--- src/rtl/io_button_reader.sv ---
// Memory-mapped push-button reader: 2-flop sync, per-button debounce, sticky
// press flags with W1C, 16-bit press counter, maskable irq, registered reads.

module io_button_debounce #(
   parameter int DB_CYCLES = 16
) (
   input  logic clk,
   input  logic reset,
   input  logic btn,
   output logic level,
   output logic rise
);
   localparam int CW = (DB_CYCLES > 2) ? $clog2(DB_CYCLES) : 1;
   localparam logic [CW-1:0] LAST = CW'(DB_CYCLES - 1);

   logic [1:0]    sync_q;
   logic [CW-1:0] cnt_q;
   logic          level_q;
   logic          flip;

   // flip fires on the cycle the counter has seen DB_CYCLES disagreeing samples
   assign flip  = (sync_q[1] != level_q) && (cnt_q == LAST);
   assign rise  = flip && sync_q[1];
   assign level = level_q;

   always_ff @(posedge clk or posedge reset) begin
      if (reset) begin
         sync_q  <= '0;
         cnt_q   <= '0;
         level_q <= 1'b0;
      end else begin
         sync_q <= {sync_q[0], btn};
         if (sync_q[1] == level_q) begin
            cnt_q <= '0;
         end else if (flip) begin
            cnt_q   <= '0;
            level_q <= sync_q[1];
         end else begin
            cnt_q <= cnt_q + 1'b1;
         end
      end
   end
endmodule

module io_button_reader #(
   parameter int             WIDTH     = 32,
   parameter logic [31:0]    BASE      = 32'h0000FF10,
   parameter int             NBTN      = 4,
   parameter int             DB_CYCLES = 16
) (
   input  logic             clk,
   input  logic             reset,
   input  logic [WIDTH-1:0] adr,
   input  logic             memread,
   input  logic             memwrite,
   input  logic [WIDTH-1:0] writedata,
   input  logic [NBTN-1:0]  btn,
   output logic [WIDTH-1:0] io_rdata,
   output logic             irq
);
   localparam logic [WIDTH-1:0] BASE_W = WIDTH'(BASE);

   logic [NBTN-1:0]  level;
   logic [NBTN-1:0]  rise;
   logic [NBTN-1:0]  event_q;
   logic [NBTN-1:0]  mask_q;
   logic             en_q;
   logic [15:0]      count_q;
   logic             hit;
   logic [1:0]       off;
   logic             wr_event;
   logic             wr_ctrl;
   logic [NBTN-1:0]  w1c;
   logic [NBTN-1:0]  set_ev;
   logic [WIDTH-1:0] rd_mux;
   logic             unused_ok;

   genvar gi;
   generate
      for (gi = 0; gi < NBTN; gi++) begin : g_btn
         io_button_debounce #(.DB_CYCLES(DB_CYCLES)) u_db (
            .clk   (clk),
            .reset (reset),
            .btn   (btn[gi]),
            .level (level[gi]),
            .rise  (rise[gi])
         );
      end
   endgenerate

   function automatic logic [15:0] popcnt(input logic [NBTN-1:0] v);
      logic [15:0] n;
      n = '0;
      for (int i = 0; i < NBTN; i++) n = n + 16'(v[i]);
      return n;
   endfunction

   assign hit      = (adr[WIDTH-1:4] == BASE_W[WIDTH-1:4]);
   assign off      = adr[3:2];
   assign wr_event = memwrite && hit && (off == 2'd1);
   assign wr_ctrl  = memwrite && hit && (off == 2'd3);
   assign w1c      = wr_event ? writedata[NBTN-1:0] : '0;
   assign set_ev   = en_q ? rise : '0;
   assign unused_ok = &{1'b0, adr[1:0], writedata};

   always_comb begin
      rd_mux = '0;
      case (off)
         2'd0: rd_mux[NBTN-1:0] = level;
         2'd1: rd_mux[NBTN-1:0] = event_q;
         2'd2: rd_mux[15:0]     = count_q;
         default: begin
            rd_mux[NBTN-1:0] = mask_q;
            rd_mux[8]        = en_q;
         end
      endcase
   end

   always_ff @(posedge clk or posedge reset) begin
      if (reset) begin
         event_q  <= '0;
         mask_q   <= '0;
         en_q     <= 1'b1;
         count_q  <= '0;
         irq      <= 1'b0;
         io_rdata <= '0;
      end else begin
         // a press landing with its own W1C keeps the flag set
         event_q  <= (event_q & ~w1c) | set_ev;
         count_q  <= count_q + popcnt(set_ev);
         irq      <= |(event_q & mask_q);
         io_rdata <= (memread && hit) ? rd_mux : '0;
         if (wr_ctrl) begin
            mask_q <= writedata[NBTN-1:0];
            en_q   <= writedata[8];
         end
      end
   end
endmodule

--- config.mk ---
export PLATFORM = sky130hd
export DESIGN_NAME = io_button_reader
export DESIGN_NICKNAME = d
export VERILOG_FILES = /design/src/rtl/io_button_reader.sv
export SDC_FILE = /design/constraint.sdc
export NUM_CORES = 1
export LEC_CHECK = 0
export BUFFER_PORTS_ARGS = -buffer_cell sky130_fd_sc_hd__buf_2
export CAP_MARGIN = 20
export CORE_MARGIN = 8
export CORE_UTILIZATION = 45
export CTS_CLUSTER_SIZE = 28
export DETAILED_ROUTE_END_ITERATION = 8
export HOLD_SLACK_MARGIN = 0.12
export PLACE_DENSITY = 0.75
export SLEW_MARGIN = 20
export SYNTH_ARGS = -nofsm -noshare
export SYNTH_HDL_FRONTEND = slang
export SYNTH_SLANG_ARGS = --single-unit
export TNS_END_PERCENT = 20
--- constraint.sdc ---
create_clock -name clk -period 9.8 [get_ports clk]
set_clock_uncertainty 0.2 [all_clocks]
set_input_delay 1.96 -clock clk [delete_from_list [all_inputs] [get_ports clk]]
set_output_delay 1.96 -clock clk [all_outputs]
set_load 0.03 [all_outputs]
==> Word level (Yosys, flattened, before mapping) <==
Index checks and enable logic that the tools add are counted.
{ "totals": {"ff_bits": 70, "output_inout_bits": 33} }
{ "op_classes": {"n_addsub": 8, "n_eq_ne": 16, "muxes": 15, "bitwise_logic": 8, "reduce_logical": 19} }
{ "op_table": {"columns": ["cell", "count"], "rows": [
  ["$mux W4", 11],
  ["$eq A28 B12 Y1 const B", 1],
  ["$add A16 B4 Y16", 1],
  ["$add A4 B1 Y4 const B", 4],
  ["$eq A4 B4 Y1 const B", 4],
  ["$mux W16", 1],
  ["$logic_and A1 B1 Y1", 12],
  ["$pmux W4 S3", 1],
  ["$and A4 B4 Y4", 2],
  ["$reduce_and A2 Y1", 4],
  ["$mux W7", 1],
  ["$add A3 B1 Y4", 1],
  ["$eq A1 B1 Y1", 4],
  ["$eq A2 B2 Y1 const B", 2],
  ["$ne A1 B1 Y1", 4],
  ["$not A1 Y1", 4],
  ["$not A4 Y4", 1],
  ["$or A4 B4 Y4", 1],
  ["$reduce_or A4 Y1", 1],
  ["$add A2 B1 Y3", 1],
  ["$add A1 B1 Y2", 1],
  ["$eq A2 B1 Y1 const B", 1],
  ["$logic_not A2 Y1", 1],
  ["$pmux W1 S2", 1],
  ["$reduce_or A2 Y1", 1]
]} }

==> Depth between registers and ports, before layout <==
{ "logic_depth": {"depth_word": 8, "mapped_depth": 11} }

==> Hierarchy <==
Synthesis repeated with hierarchy kept, for this count alone.
{ "unflattened": {"cells_unflattened": 253, "hier_area_um2": 3173.0} }
{ "modules_own_cells": {"columns": ["mod", "n_inst", "cells_per_inst", "area_each_um2", "seq_area_each_um2"], "rows": [
  ["io_button_reader", 1, 165, 2011.9, 1052.3],
  ["io_button_debounce", 4, 22, 290.3, 175.2]
]} }

==> Worst setup path before layout <==
No wires, ideal clock.
{ "synth_path": {"kind": "input to register", "startpoint": "in adr[5]", "endpoint": "reg mask_q[0]", "arrival_ns": 3.138, "t_required_ns": 9.475, "setup_slack_ns": 6.337, "cell_stages": 4, "n_path_buf": 0, "cell_sequence": "nor4bb_1 > nand4_1 > nor3_4 > mux2_2"} }
{ "synth_via": {"elab_chain_cells": 3} }
{ "synth_rtl": {"columns": ["item", "line", "rtl"], "rows": [
  ["start: declaration", "53", "input logic [WIDTH-1:0] adr,"],
  ["$eq A28 B12 Y1", "98", "assign hit = (adr[WIDTH-1:4] == BASE_W[WIDTH-1:4]);"],
  ["$logic_and A1 B1 Y1 (2 in series)", "101", "assign wr_ctrl = memwrite && hit && (off == 2'd3);"],
  ["end signal: assignment", "134", "mask_q <= writedata[NBTN-1:0];"],
  ["end: declaration", "66", "logic [NBTN-1:0] mask_q;"]
]} }
Every way passes these cells.
A chain may end at the register's enable or synchronous reset.

==> Final worst setup path <==
{ "layout_path": {"startpoint": "in adr[27]", "endpoint": "reg mask_q[0]"} }
Same word-level chain as after synthesis.

==> metrics.csv <==
stage,metric,value,unit
run_status,status,finished clean,
final_layout,areaGrowthSynthToFinish,17.3,%
logic_synthesis,synth_edf_count,0,
floorplanning,die_h,98.8,µm
logic_synthesis,yosysSeqAreaShare,0.568,
final_layout,fin_nets,393,
worst_setup_path,start_kind,input port,
logic_synthesis,yosysWarnings,0,
logic_synthesis,synth_compound_area_frac,0.0503,
place,place.gp.congestion,0.749,
pwr,total_power,570,µW
timing,worst_pin_slew,834,ps
timing,finalSetupTns,0,ps
floorplanning,dieArea,0.00976,mm²
logic_synthesis,async_flop_share,1.00,
detailed_routing,finalWirelength,6.16,mm
floorplanning,ios,105,
global_route,grt_pass1_wl,10.7,mm
detailed_routing,drc_errors,0,
timing,grt_setup_unrepaired,false,
final_layout,layout-drive-gt1-share,0.296,
pwr,power_density,158,mW/mm²
timing,slew_headroom,0.444,
timing,fin_crit,3500,ps
worst_setup_path,regToRegEndpoint,count_q[10],
place,dp_hpwl,4.57,mm
worst_hold_path,hold_path_end,g_btn[1].u_db.sync_q[1],
worst_setup_path,required,9810,ps
clock_network,htree_num_levels,3,
clock_network,numCtsBuffers,9,
logic_synthesis,yosys_most_used_dff,dfrtp_1,
global_route,grt_pass1_vias,2298,
logic_synthesis,synth_xor_area_frac,0.0624,
detailed_routing,vias,2015,
clock_network,cts_tree,built,
global_route,grt_max_degree,71,
floorplanning,num_rows,30,
timing,finalHoldViolations,0,
pwr,power.leakage,0.00184,µW
clock_network,post_cts.repair.setup_buffers,0,
floorplanning,fp.coreArea,0.00672,mm²
logic_synthesis,yosys.area.top_type,dfrtp_1,
worst_setup_path,path_class,in2reg,
logic_synthesis,yosysUniqueCellTypes,34,
worst_setup_path,reg2reg_from,g_btn[0].u_db.cnt_q[0],
logic_synthesis,yosys.area_share.simple,0.159,
floorplanning,dieWidth,98.8,µm
detailed_routing,first_pass_iters,4,
timing,setup_viol,0,
detailed_routing,ant_nets,0,
clock_network,post_cts_resized,0,
clock_network,path_clk_slew,70,ps
clock_network,clock-sinks,70,
detailed_routing,routedWlPerCell,15.5,µm
run,cap_viol_max_count,0,
place,port_buffers,59,
pwr,ir_worst_vdd,0.0603,mV
worst_setup_path,worstSetupEndpointType,register,
logic_synthesis,synth_mux_area_frac,0.0657,
detailed_routing,first_iter_violations,79,
clock_network,cts_hold_buf,0,
worst_hold_path,min_path_type,reg2reg,
timing,timing.fmax,286,MHz
logic_synthesis,syn_inst,245,
worst_setup_path,critPathLaunch,adr[27],
logic_synthesis,synth_top_area_frac,0.560,
worst_hold_path,holdPathStages,0,
logic_synthesis,yosys.area_share.adder,0.0397,
floorplanning,initial_utilization,0.459,
timing,slew_violations,0,
worst_hold_path,min_from,g_btn[1].u_db.sync_q[0],
timing,fin_crit_sh,0.357,
logic_synthesis,synth_area_per_cell,12.6,µm²
clock_network,cts.path.max_buffers,2,
detailed_routing,routed_via_density,5.06,
worst_setup_path,cp_data_arrival_time,3510,ps
global_route,grt-ovfl-total,0,
logic_synthesis,netlist_area,0.00309,mm²
clock_network,cts_root_buffer,clkbuf_8,
global_route,antenna_found_initial,0,
worst_setup_path,r2r_slack,6390,ps
final_layout,diodes,0,
global_route,grtUsageTotal,0.138,
logic_synthesis,synth.area.top_cells,"dfrtp_1 56%, xnor2_1 4.8%, buf_4 3.9%",
logic_synthesis,synth_top_family_by_area,simple AND/OR/NAND/NOR gates,
logic_synthesis,ys_ff_latch,70,
worst_setup_path,ff2ff_path_depth,11,
worst_setup_path,cp_max_fo,5,
clock_network,insertion_delay,340,ps
-- per-stage QoR --
step | util | area (µm²) | setup WS [ps] | hold WS [ps] | std cells
floorplan | - | 3140 | 5870 | 131 | 260
global placement | 0.509 | 3420 | 5940 | 135 | 382
detailed placement | 0.509 | 3420 | 5930 | 136 | 382
CTS | 0.539 | 3620 | 6280 | 153 | 398
global route | 0.539 | 3620 | 6090 | 155 | 398
finish | 0.539 | 3620 | 6300 | 150 | 398
-- worst max-delay path, stage by stage --
cell and delay [ps]:
buf_2 100, nor4_1 450, nand3_1 300, nor3_4 340
mux2_2 380
-- synth_stat cells, drive strengths merged, types with 2 or more instances --
master  count
a31oi       8
nand4       5
and2       10
nor2b       7
mux4        4
a311oi      6
nand3       7
xor2        5
fa          3
buf        16
and4b       2
nand2      11
a22oi       2
inv        10
nor3        7
a21o        5
dfrtp      69
nand4b      3
clkbuf      2
nor2       11
and4        2
ha          5
mux2       10
and3        9
nor4        4
xnor2      17
-- cell usage in the layout, fill, tap and decap left out, types with 3 or more instances in the layout --
cell	n
dfrtp_1	69
buf_2	59
xnor2_1	17
conb_1	16
nand2_1	11
nor2_1	11
clkbuf_8	11
mux2_2	10
and2_1	10
and3_1	9
inv_1	9
a31oi_1	8
nand3_1	7
nor2b_1	7
a311oi_1	6
nand4_1	5
nor3_1	5
a21o_1	5
xor2_1	5
ha_1	5
mux4_2	4
nor4_1	3
nand4b_1	3
fa_1	3
-- how the worst max path moves through the flow --
| stage | endpoint | slack (ps) |
|---|---|---|
| 2_1_floorplan | count_q[0] | 5870 |
| 3_3_place_gp | mask_q[3] | 5940 |
| 3_5_place_dp | mask_q[1] | 5930 |
| 4_1_cts | io_rdata[5] | 6280 |
| 5_1_grt | count_q[10] | 6090 |
| 6_report | mask_q[0] | 6300 |
-- where the power goes --
group          leakage, µW  internal, µW  switching (µW)
Sequential        0.000925           295            5.28
Combinational     0.000818          14.1            22.8
Clock            0.0000996           131             102
Total              0.00184           440             130
-- per-layer routing --
| metal | wire length [µm] | global-route usage |
|---|---|---|
| met2 | 3060 | 0.222 |
| met5 | 0 | 0 |
| met3 | 275 | 0.0324 |
| met1 | 2720 | 0.166 |
| met4 | 98 | 0.0791 |
-- registers in the layout (all words and copies together) (netlist names) --
signal	cells
count_q	16
g_btn.u_db.cnt_q	16
io_rdata	16
g_btn.u_db.sync_q	8
event_q	4
g_btn.u_db.level	4
mask_q	4
en_q	1
irq	1
-- cell type report --
cell class / count / area (µm²)
multi-input combinational: 162 / 1220
tap: 80 / 100
sequential: 70 / 1750
clock inverter: 3 / 42.5
clock buffer: 13 / 159
inverter: 10 / 37.5
timing repair buffer: 60 / 303
fill: 571 / 3100
-- logic make-up after synthesis --
group                    Yosys count
AO/OA/AOI/OAI                     21
XOR/XNOR                          22
adder cells (fa/ha/maj)            8
buffers and inverters             28
flip-flops                        70
multiplexers                      14
other                              1
AND/OR/NAND/NOR                   81
Power figures use the tool's default switching activity.
